<file path="src/rtl/debounce_pkg.sv">
// Shared constants and helpers for the button debounce / timing blocks.
package debounce_pkg;

  localparam int CLK_HZ        = 100_000_000;
  localparam int TICK_10MS_DIV = CLK_HZ / 100;

  // Bits needed to hold values 0..v-1 (at least 1).
  function automatic int clog2(input int v);
    int r;
    int x;
    r = 0;
    x = v - 1;
    while (x > 0) begin
      r = r + 1;
      x = x >> 1;
    end
    if (r < 1) r = 1;
    return r;
  endfunction

endpackage

</file>
<file path="src/rtl/tick_prescaler.sv">
// Free-running divider: tick is high for the single cycle in which the count wraps to 0.
module tick_prescaler
  import debounce_pkg::*;
#(
  parameter int DIV = 16
) (
  input  logic clk,
  input  logic reset,
  output logic tick
);

  localparam int W = clog2(DIV);

  logic [W-1:0] cnt_q;
  logic         tick_q;

  always_ff @(posedge clk) begin
    if (reset) begin
      cnt_q  <= '0;
      tick_q <= 1'b0;
    end else if (cnt_q == W'(DIV - 1)) begin
      cnt_q  <= '0;
      tick_q <= 1'b1;
    end else begin
      cnt_q  <= cnt_q + 1'b1;
      tick_q <= 1'b0;
    end
  end

  assign tick = tick_q;

endmodule

</file>
<file path="src/rtl/debounce_scan_scheduler.sv">
// Time-multiplexed debouncer: one shared filter engine visits one button channel per clock
// in round-robin order, driven by a single shared tick prescaler.
module debounce_scan_scheduler
  import debounce_pkg::*;
#(
  parameter int N_BTN        = 4,
  parameter int TICK_DIV     = TICK_10MS_DIV,
  parameter int STABLE_TICKS = 3
) (
  input  logic             clk,
  input  logic             reset,
  input  logic [N_BTN-1:0] btn,
  output logic [N_BTN-1:0] deb,
  output logic [N_BTN-1:0] rise,
  output logic [N_BTN-1:0] fall,
  output logic             tick
);

  localparam int IW = clog2(N_BTN);
  localparam int CW = clog2(STABLE_TICKS + 1);
  localparam logic [CW-1:0] STABLE_C = CW'(STABLE_TICKS);
  localparam logic [IW-1:0] LAST_IDX = IW'(N_BTN - 1);

  logic [N_BTN-1:0] sync1_q, sync2_q;
  logic [IW-1:0]    idx_q;
  logic             tick_pending_q, pass_tick_q;
  logic [CW-1:0]    cnt_q [N_BTN];
  logic [N_BTN-1:0] lvl_q, rise_q, fall_q;

  logic          tick_w;
  logic          sel_btn, sel_lvl, pass_tick_eff;
  logic [CW-1:0] sel_cnt, cnt_d;
  logic          lvl_d, edge_d;

  tick_prescaler #(.DIV(TICK_DIV)) u_prescaler (
    .clk  (clk),
    .reset(reset),
    .tick (tick_w)
  );

  // Channel 0 is scanned in the same cycle pass_tick is loaded, so it reads the pending flag
  // directly; the rest of the pass reads the latched copy, giving every channel the same tick.
  assign pass_tick_eff = (idx_q == '0) ? tick_pending_q : pass_tick_q;
  assign sel_btn       = sync2_q[idx_q];
  assign sel_lvl       = lvl_q[idx_q];
  assign sel_cnt       = cnt_q[idx_q];

  always_comb begin
    cnt_d  = sel_cnt;
    lvl_d  = sel_lvl;
    edge_d = 1'b0;
    if (sel_btn == sel_lvl) begin
      cnt_d = '0;
    end else if (pass_tick_eff) begin
      if (sel_cnt + 1'b1 == STABLE_C) begin
        cnt_d  = '0;
        lvl_d  = sel_btn;
        edge_d = 1'b1;
      end else begin
        cnt_d = sel_cnt + 1'b1;
      end
    end
  end

  always_ff @(posedge clk) begin
    if (reset) begin
      sync1_q        <= '0;
      sync2_q        <= '0;
      idx_q          <= '0;
      tick_pending_q <= 1'b0;
      pass_tick_q    <= 1'b0;
      lvl_q          <= '0;
      rise_q         <= '0;
      fall_q         <= '0;
      for (int i = 0; i < N_BTN; i++) cnt_q[i] <= '0;
    end else begin
      sync1_q <= btn;
      sync2_q <= sync1_q;
      idx_q   <= (idx_q == LAST_IDX) ? '0 : idx_q + 1'b1;

      if (idx_q == '0) begin
        pass_tick_q    <= tick_pending_q;
        tick_pending_q <= tick_w;
      end else begin
        tick_pending_q <= tick_pending_q | tick_w;
      end

      cnt_q[idx_q]  <= cnt_d;
      lvl_q[idx_q]  <= lvl_d;
      rise_q        <= '0;
      fall_q        <= '0;
      rise_q[idx_q] <= edge_d & lvl_d;
      fall_q[idx_q] <= edge_d & ~lvl_d;
    end
  end

  assign deb  = lvl_q;
  assign rise = rise_q;
  assign fall = fall_q;
  assign tick = tick_w;

endmodule

</file>
<file path="config.mk">
export PLATFORM = sky130hd
export DESIGN_NAME = debounce_scan_scheduler
export DESIGN_NICKNAME = d
export VERILOG_FILES = /design/src/rtl/debounce_pkg.sv /design/src/rtl/tick_prescaler.sv /design/src/rtl/debounce_scan_scheduler.sv
export SDC_FILE = /design/constraint.sdc
export NUM_CORES = 1
export LEC_CHECK = 0
export BUFFER_PORTS_ARGS = -buffer_cell sky130_fd_sc_hd__buf_2
export CORE_MARGIN = 4
export CORE_UTILIZATION = 53
export DETAILED_ROUTE_END_ITERATION = 8
export PLACE_DENSITY = 0.77
export REMOVE_ABC_BUFFERS = 1
export SYNTH_ARGS = -nofsm -noshare
export SYNTH_HDL_FRONTEND = slang
export SYNTH_SLANG_ARGS = --single-unit
</file>
<file path="constraint.sdc">
create_clock -name clk -period 2.51 [get_ports clk]
set_clock_uncertainty 0.1 [all_clocks]
set_input_delay 0.3765 -clock clk [delete_from_list [all_inputs] [get_ports clk]]
set_output_delay 0.3765 -clock clk [all_outputs]
set_load 0.01 [all_outputs]
</file>
======== After elaboration in Yosys (flattened, before gate mapping) ========
Memories as Yosys holds them, arrays and structs flattened. A register that Yosys moved wholly into a read port is not among the register bits.
Index checks and enable logic that the tools add are counted.
storage, ports and cells
  memories ................................ 1
  logic and storage cells ................. 57
  register bits ........................... 45
  output and inout port bits .............. 13
  input port bits ......................... 6
  bits in writable memories ............... 8
memories
  memory  words  width  read ports  clocked after memory_dff  write ports  line                           source
  cnt_q   4      2      1           1                         4            debounce_scan_scheduler.sv:27  logic [CW-1:0] cnt_q [N_BTN];
cells by class
  $add $sub $neg .......................... 3
  equality and inequality tests ........... 4
  magnitude comparators ................... 2
  bitwise logic cells ..................... 6
  reductions and logical operators ........ 5
  mux-type cells .......................... 26
operator list
  cell                     count
  $add A20 B1 Y20 const B  1
  $eq A20 B20 Y1 const B   1
  $mux W1                  16
  $mux W2                  6
  $and A4 B4 Y4            2
  $reduce_or A2 Y1         3
  $add A2 B1 Y2 const B    2
  $bmux W1 S2              2
  $bwmux W4                1
  $eq A2 B2 Y1 const B     2
  $lt A2 B3 Y1 const B     1
  $and A1 B1 Y1            2
  $demux W1 S2             1
  $ge A2 B1 Y1 const B     1
  $logic_not A2 Y1         1
  $eq A1 B1 Y1             1
  $logic_and A1 B1 Y1      1
  $not A1 Y1               1
  $or A1 B1 Y1             1

======== Longest topological paths before layout ========
Gate-level depths: netlist of run 1.
  depth after elaboration ................. 8
  depth in mapped cells ................... 7
  gate-level depth less buffers ........... 6

======== Hierarchy ========
Synthesis of run 1 repeated with hierarchy kept, for this count alone.
second synthesis, totals
  cell total of the unflattened synthesis .. 242
  area total of the unflattened synthesis .. 2416.1 µm²
by module, submodules not included
  module                   cells each  area an instance (µm²)  instances
  debounce_scan_scheduler  138         1481.4                  1
  tick_prescaler           104         934.6                   1

======== Worst setup path before layout of run 1 ========
No wires, ideal clock.
  path kind ............................... register -> register
  start point ............................. reg idx_q[0]
  end point ............................... mem cnt_q[1][1] (netlist bit), data pin
  arrival ................................. 2065 ps
  stages on the path, launching flop included .. 7
  buffers on the path ..................... 1
  period minus slack after synthesis ...... 2368 ps
  setup time .............................. 203 ps
  path slack .............................. 142 ps
  cell sequence ........................... dfxtp_1 > buf_4 > inv_1 > ha_1 > mux2i_1 > mux2_2 > a2111oi_1
RTL lines
  item                    line                           source
  from (decl)             debounce_scan_scheduler.sv:25  logic [IW-1:0] idx_q;
  from (signal assigned)  debounce_scan_scheduler.sv:79  idx_q <= (idx_q == LAST_IDX) ? '0 : idx_q + 1'b1;
  to (decl)               debounce_scan_scheduler.sv:27

==> impl_metrics.yaml, run 1 <==
status:
  outcome: "complete, no violations"
drt:
  wl_per_cell_um: 14.5
  avgViaCountPerCell: 5.69
  vias: 1746
  postRouteAntennaNets: 0
  wirelength_mm: 4.44
  firstDrtPassIters: 4
  drc_errors: 0
  drt_iter0_drc: 109
global_routing:
  grt_pass1_wl_mm: 7.33
  track_usage_pct: 17.3
  grt_pass1_vias: 1544
  grt_max_degree: 29
  gr-total-overflow: 0
  antenna_found_initial: 0
cts:
  cts.repair.resized: 0
  post-cts-setup-buffer-count: 0
  cts_hold_buf: 0
  cts_tree: "yes"
  cts_sinks: 53
  h-tree-depth: 2
  cts_buffers: 5
  root_buffer: "clkbuf_8"
  clk_path_buf_depth: 2
  path_clk_slew_ps: 100
  clk_latency_ps: 310
synth:
  synth_ff_type: "dfxtp_1"
  synth_seq_cells: 53
  syn_inst: 233
  yosys.area.top_type_share_pct: 37.0
  synthTopCellsByArea: "dfxtp_1 (37%), edfxtp_1 (9.9%), nor2_1 (4.6%), xor2_1 (4.3%), mux4_2 (3.7%)"
  synth-edff-count: 8
  ys_types: 46
  syn_area_sq_mm: 0.00244
  yosys_warnings: 0
  ys_seq_area_share_pct: 46.8
  syn_avg_cell_area_sq_um: 10.5
  synthTopCellsByCount: "dfxtp_1 (45), nor2_1 (30), nand3_1 (13)"
  synth_top_cell_by_area: "dfxtp_1"
  yosysMostFrequentCell: "dfxtp_1"
  async_flop_share_pct: 0
timing:
  fin_ws_ps: 260
  drv_slew: 0
  fin_crit_ps: 2250
  tightest_slew_ps: 536
  hold_viol: 0
  final.setup.tns_ps: 0
  finalSetupViolations: 0
  slew_headroom_pct: 64.3
  clock.fmax_ghz: 0.445
  rsz0062_at_grt: "false"
  fin_crit_sh_pct: 89.6
critical_path:
  timing.rr.start: "idx_q[0]"
  endpoint: "cnt_q[1][1]"
  worst_setup_path_start_kind: "flop"
  r2r_slack_ps: 260
  cp.arrival_ps: 2260
  cp-end-kind: "flop"
  critical_path_class: "flop to flop"
  required_ps: 2520
  reg2regPathDepth: 5
  startpoint: "idx_q[0]"
  critical_path.max_fanout: 6
  r2r_end: "cnt_q[1][1]"
power_and_ir_drop:
  finalPower_w: 0.00166
  internal_power_w: 0.00121
  power_frac_clock_pct: 29.2
  seqPwrFrac_pct: 56.1
  p_switching_w: 0.000448
  peakVddDrop_v: 0.000409
  power_leakage_nw: 1.04
  powerDensity_mw_per_mm2: 624
  combPwrFrac_pct: 14.7
  switching_share_pct: 27.0
layout:
  antenna_cells: 0
  syn_to_final_growth_pct: 9.19
  final_area_sq_mm: 0.00266
  drive_above_1_share_pct: 16.9
  finalNetCount: 265
placed_design:
  dpl.hpwl_mm: 3.19
  routabilityCongestion: 0.844
  pre_cts_slack_ps: 280
  portBuffers: 18
  placed_area_sq_mm: 0.00257
floorplanning:
  core_area_sq_mm: 0.00441
  io_pins: 19
  initial_core_util_pct: 55.2
  die_area_sq_mm: 0.00575
  chipHeight_um: 75.8
  num_rows: 24
  die_w_um: 75.8
job:
  maxCapViolCount: 0
hold_path:
  worstHoldStart: "btn[0]"
  min_path_type: "input port to flop"
[metal layers]
metal,vias up,GRT usage [%],wire [um]
li1,873,-,-
met1,813,23.5,2130
met2,51,25.2,1940
met3,9,5.01,269
met4,0,8.16,102
met5,-,0,0
[layout by cell type, fill, tap and decap left out, types with 2 or more instances in the layout]
| master | n |
|---|---|
| and2_1 | 8 |
| nor4b_1 | 2 |
| edfxtp_1 | 8 |
| dfxtp_1 | 45 |
| inv_1 | 3 |
| buf_2 | 18 |
| nand2_1 | 10 |
| a21oi_1 | 7 |
| and3_1 | 3 |
| a21o_2 | 2 |
| nand3_1 | 13 |
| or3_1 | 3 |
| a311oi_1 | 4 |
| nor2b_1 | 12 |
| nor2_1 | 30 |
| nor4_1 | 2 |
| mux4_1 | 3 |
| o21ai_0 | 3 |
| clkbuf_8 | 5 |
| nor4_2 | 2 |
| ha_1 | 5 |
| o31ai_1 | 3 |
| xnor2_1 | 5 |
| mux2i_1 | 3 |
| buf_4 | 5 |
| nor3b_1 | 2 |
| or4_1 | 3 |
| nand2b_1 | 9 |
| xor2_1 | 12 |
| mux4_2 | 4 |
| nand4_1 | 4 |
[per-stage QoR]
| stage | utilization (%) | instances | hold slack (ps) |
|---|---|---|---|
| after floorplan | - | 224 | 314 |
| after global placement | 58.3 | 299 | 319 |
| after detailed placement | 58.3 | 299 | 323 |
| after CTS | 60.3 | 307 | 162 |
| after global routing | 60.3 | 307 | 159 |
| final | 60.3 | 307 | 174 |
[cell type report]
class	count	area [sq um]
fillers	378	1750
multi-input cells	167	1220
flip-flops and latches	53	1140
repair buffers	23	128
clock buffers	5	68.8
well taps	52	65.1
clock inverters	3	20.0
inverters	4	15.0
[logic make-up after synthesis]
kind of cell | Yosys count | share of synthesized area (%)
multiplexers | 13 | 10.1
buffers and inverters | 13 | 2.98
flip-flops | 53 | 46.8
AO/OA/AOI/OAI | 23 | 6.47
adder cells (fa/ha/maj) | 5 | 2.57
AND/OR/NAND/NOR | 109 | 24.9
XOR/XNOR | 17 | 6.11
[how the worst min path moves through the flow]
stage / to / depth (start not counted)
2_1_floorplan: sync2_q[0] / 1
3_3_place_gp: sync2_q[2] / 1
3_5_place_dp: sync2_q[3] / 1
4_1_cts: sync1_q[2] / 2
5_1_grt: sync1_q[0] / 2
6_report: sync1_q[0] / 2
[power by group through the flow]
| stage | Combinational [W] | Clock, W | Sequential, W |
|---|---|---|---|
| floorplan | 0.000161 | 0 | 0.000958 |
| CTS | 0.000244 | 0.000507 | 0.000931 |
| finish | 0.000245 | 0.000485 | 0.000931 |
| detailed placement | 0.000244 | 0 | 0.000950 |
| global route | 0.000267 | 0.000538 | 0.000936 |
| global placement | 0.000239 | 0 | 0.000949 |
[flip-flops by register name, indices dropped and copies added, names as in the netlist, 2 cells and up]
signal,count
sync2_q,4
deb,4
idx_q,2
sync1_q,4
rise,4
u_prescaler.cnt_q,20
cnt_q,8
fall,4
[critical path, cell delays in order (launching register included)]
cell and delay, ps:
dfxtp_1 320, inv_1 180, ha_1 300, mux2i_1 400, mux2_2 380, a2111oi_1 370
Note: power is estimated with default switching activity, not from simulation.
==> run 2, diff against run 1 <==
CELL_PAD_IN_SITES_DETAIL_PLACEMENT = 0   (was unset)
CELL_PAD_IN_SITES_GLOBAL_PLACEMENT = 2   (was unset)
CORE_UTILIZATION = 35   (was 53)
==> run 2 against run 1 <==
Against the previous run: critical path depth unchanged; final cell count increased by 15%; sequential power about the same; first-iteration DRC count decreased by 28%; largest power group unchanged; clock-buffer cell count increased by 2; via count decreased by 0.23%; global-route usage decreased by 5.3 points; worst hold slack improved by 6.1 ps; die area increased by 45%; critical path type unchanged.
==> impl_metrics.yaml, run 2 (synthesized netlist as in run 1, its figures left out) <==
drt:
  avgViaCountPerCell: 4.93
  drc_errors: 0
  top_layer: "met4"
  wl_met3_um: 165
  vias: 1742
  wl_per_cell_um: 13.2
  postRouteAntennaNets: 0
  drt_iter0_drc: 79
  firstDrtPassIters: 5
  dr_wl_met2_mm: 2.15
  met1_length_mm: 2.27
  wirelength_mm: 4.68
floorplanning:
  chipHeight_um: 91.5
  initial_core_util_pct: 35.9
  num_rows: 30
  io_pins: 19
  core_area_sq_mm: 0.00679
  die_area_sq_mm: 0.00836
  die_w_um: 91.5
cts:
  cts_tree: "yes"
  cts_buffers: 5
  h-tree-depth: 2
  clk_path_buf_depth: 2
  cts_hold_buf: 0
  clk_latency_ps: 300
  root_buffer: "clkbuf_8"
  path_clk_slew_ps: 90
  post-cts-setup-buffer-count: 0
  cts_sinks: 53
  cts.repair.resized: 0
timing:
  fin_crit_sh_pct: 84.0
  fin_crit_ps: 2110
  slew_headroom_pct: 64.5
  clock.fmax_ghz: 0.475
  drv_slew: 0
  rsz0062_at_grt: "false"
  tightest_slew_ps: 533
  hold_viol: 0
  whs_ps: 180
  finalSetupViolations: 0
critical_path:
  cp.arrival_ps: 2120
  cp-end-kind: "flop"
  critical_path_class: "flop to flop"
  critical_path.max_fanout: 6
  required_ps: 2520
  worst_setup_path_start_kind: "flop"
layout:
  top_register: "u_prescaler.cnt_q"
  top_regs: "u_prescaler.cnt_q (20), cnt_q (8)"
  fin_cells: 353
  final_cell_mix: "dfxtp_1 (45), nor2_1 (30), buf_2 (18)"
  finalNetCount: 267
  largest_reg_flops: 20
  antenna_cells: 0
  fillerInstances: 672
  final_common_cell: "dfxtp_1"
  drive_above_1_share_pct: 16.7
  multi_input_area_sq_mm: 0.00122
  syn_to_final_growth_pct: 11.9
  regArea_sq_mm: 0.00114
placed_design:
  routabilityCongestion: 0.806
  portBuffers: 18
  dp.cells: 345
  dpl.hpwl_mm: 3.44
global_routing:
  grt_pass1_wl_mm: 8.05
  gr-total-overflow: 0
  grt_max_degree: 29
  antenna_found_initial: 0
  grt_pass1_vias: 1636
  track_usage_pct: 12.0
hold_path:
  min_path_type: "input port to flop"
power_and_ir_drop:
  powerDensity_mw_per_mm2: 602
  peakVddDrop_v: 0.000278
  power_leakage_nw: 1.04
status:
  outcome: "complete, no violations"
job:
  maxCapViolCount: 0
-- run 2: metrics by stage --
stage	cell area [sq um]	TNS [ps]	power [W]	setup WS [ps]	utilization [%]
after CTS	2730	0	0.00168	384	40.1
after global routing	2730	0	0.00175	202	40.1
after floorplan	2380	-272	0.00112	-189	-
final	2730	0	0.00164	403	40.1
after global placement	2640	0	0.00120	476	38.9
after detailed placement	2640	0	0.00120	411	38.9
-- run 2: worst max-delay path: stages (launching register included) --
cell       delay [ps]
dfxtp_1           320
inv_1              70
ha_1              260
mux2i_1           420
mux2_2            380
a2111oi_1         360
-- run 2: final timing paths --
| path | slack, ps | from | cells after the start | endpoint |
|---|---|---|---|---|
| max | 400 | idx_q[0] | 5 | cnt_q[1][1] |
| min | 180 | btn[1] | 2 | sync1_q[1] |
| max reg2reg | 400 | idx_q[0] | 5 | cnt_q[1][1] |
| min reg2reg | 340 | sync1_q[1] | 1 | sync2_q[1] |
-- run 2: report_power, final --
group          switching (W)  internal (W)  total [W]  leakage (nW)
Sequential         0.0000319      0.000898   0.000930         0.452
Clock               0.000266      0.000200   0.000465        0.0424
Combinational       0.000130      0.000118   0.000248         0.546
Total               0.000427       0.00122    0.00164          1.04
-- run 2: per-layer routing --
metal,vias to the layer above,track usage [%]
met1,823,16.1
met5,-,0
li1,878,-
met3,10,2.49
met4,0,4.90
met2,31,18.6
-- run 2: layout make-up --
cell class	instances	area share [%]
timing repair buffer	25	5.23
sequential	53	41.8
inverter	4	0.550
multi-input combinational	167	44.9
clock inverter	1	0.321
clock buffer	7	2.80
tap	96	4.40
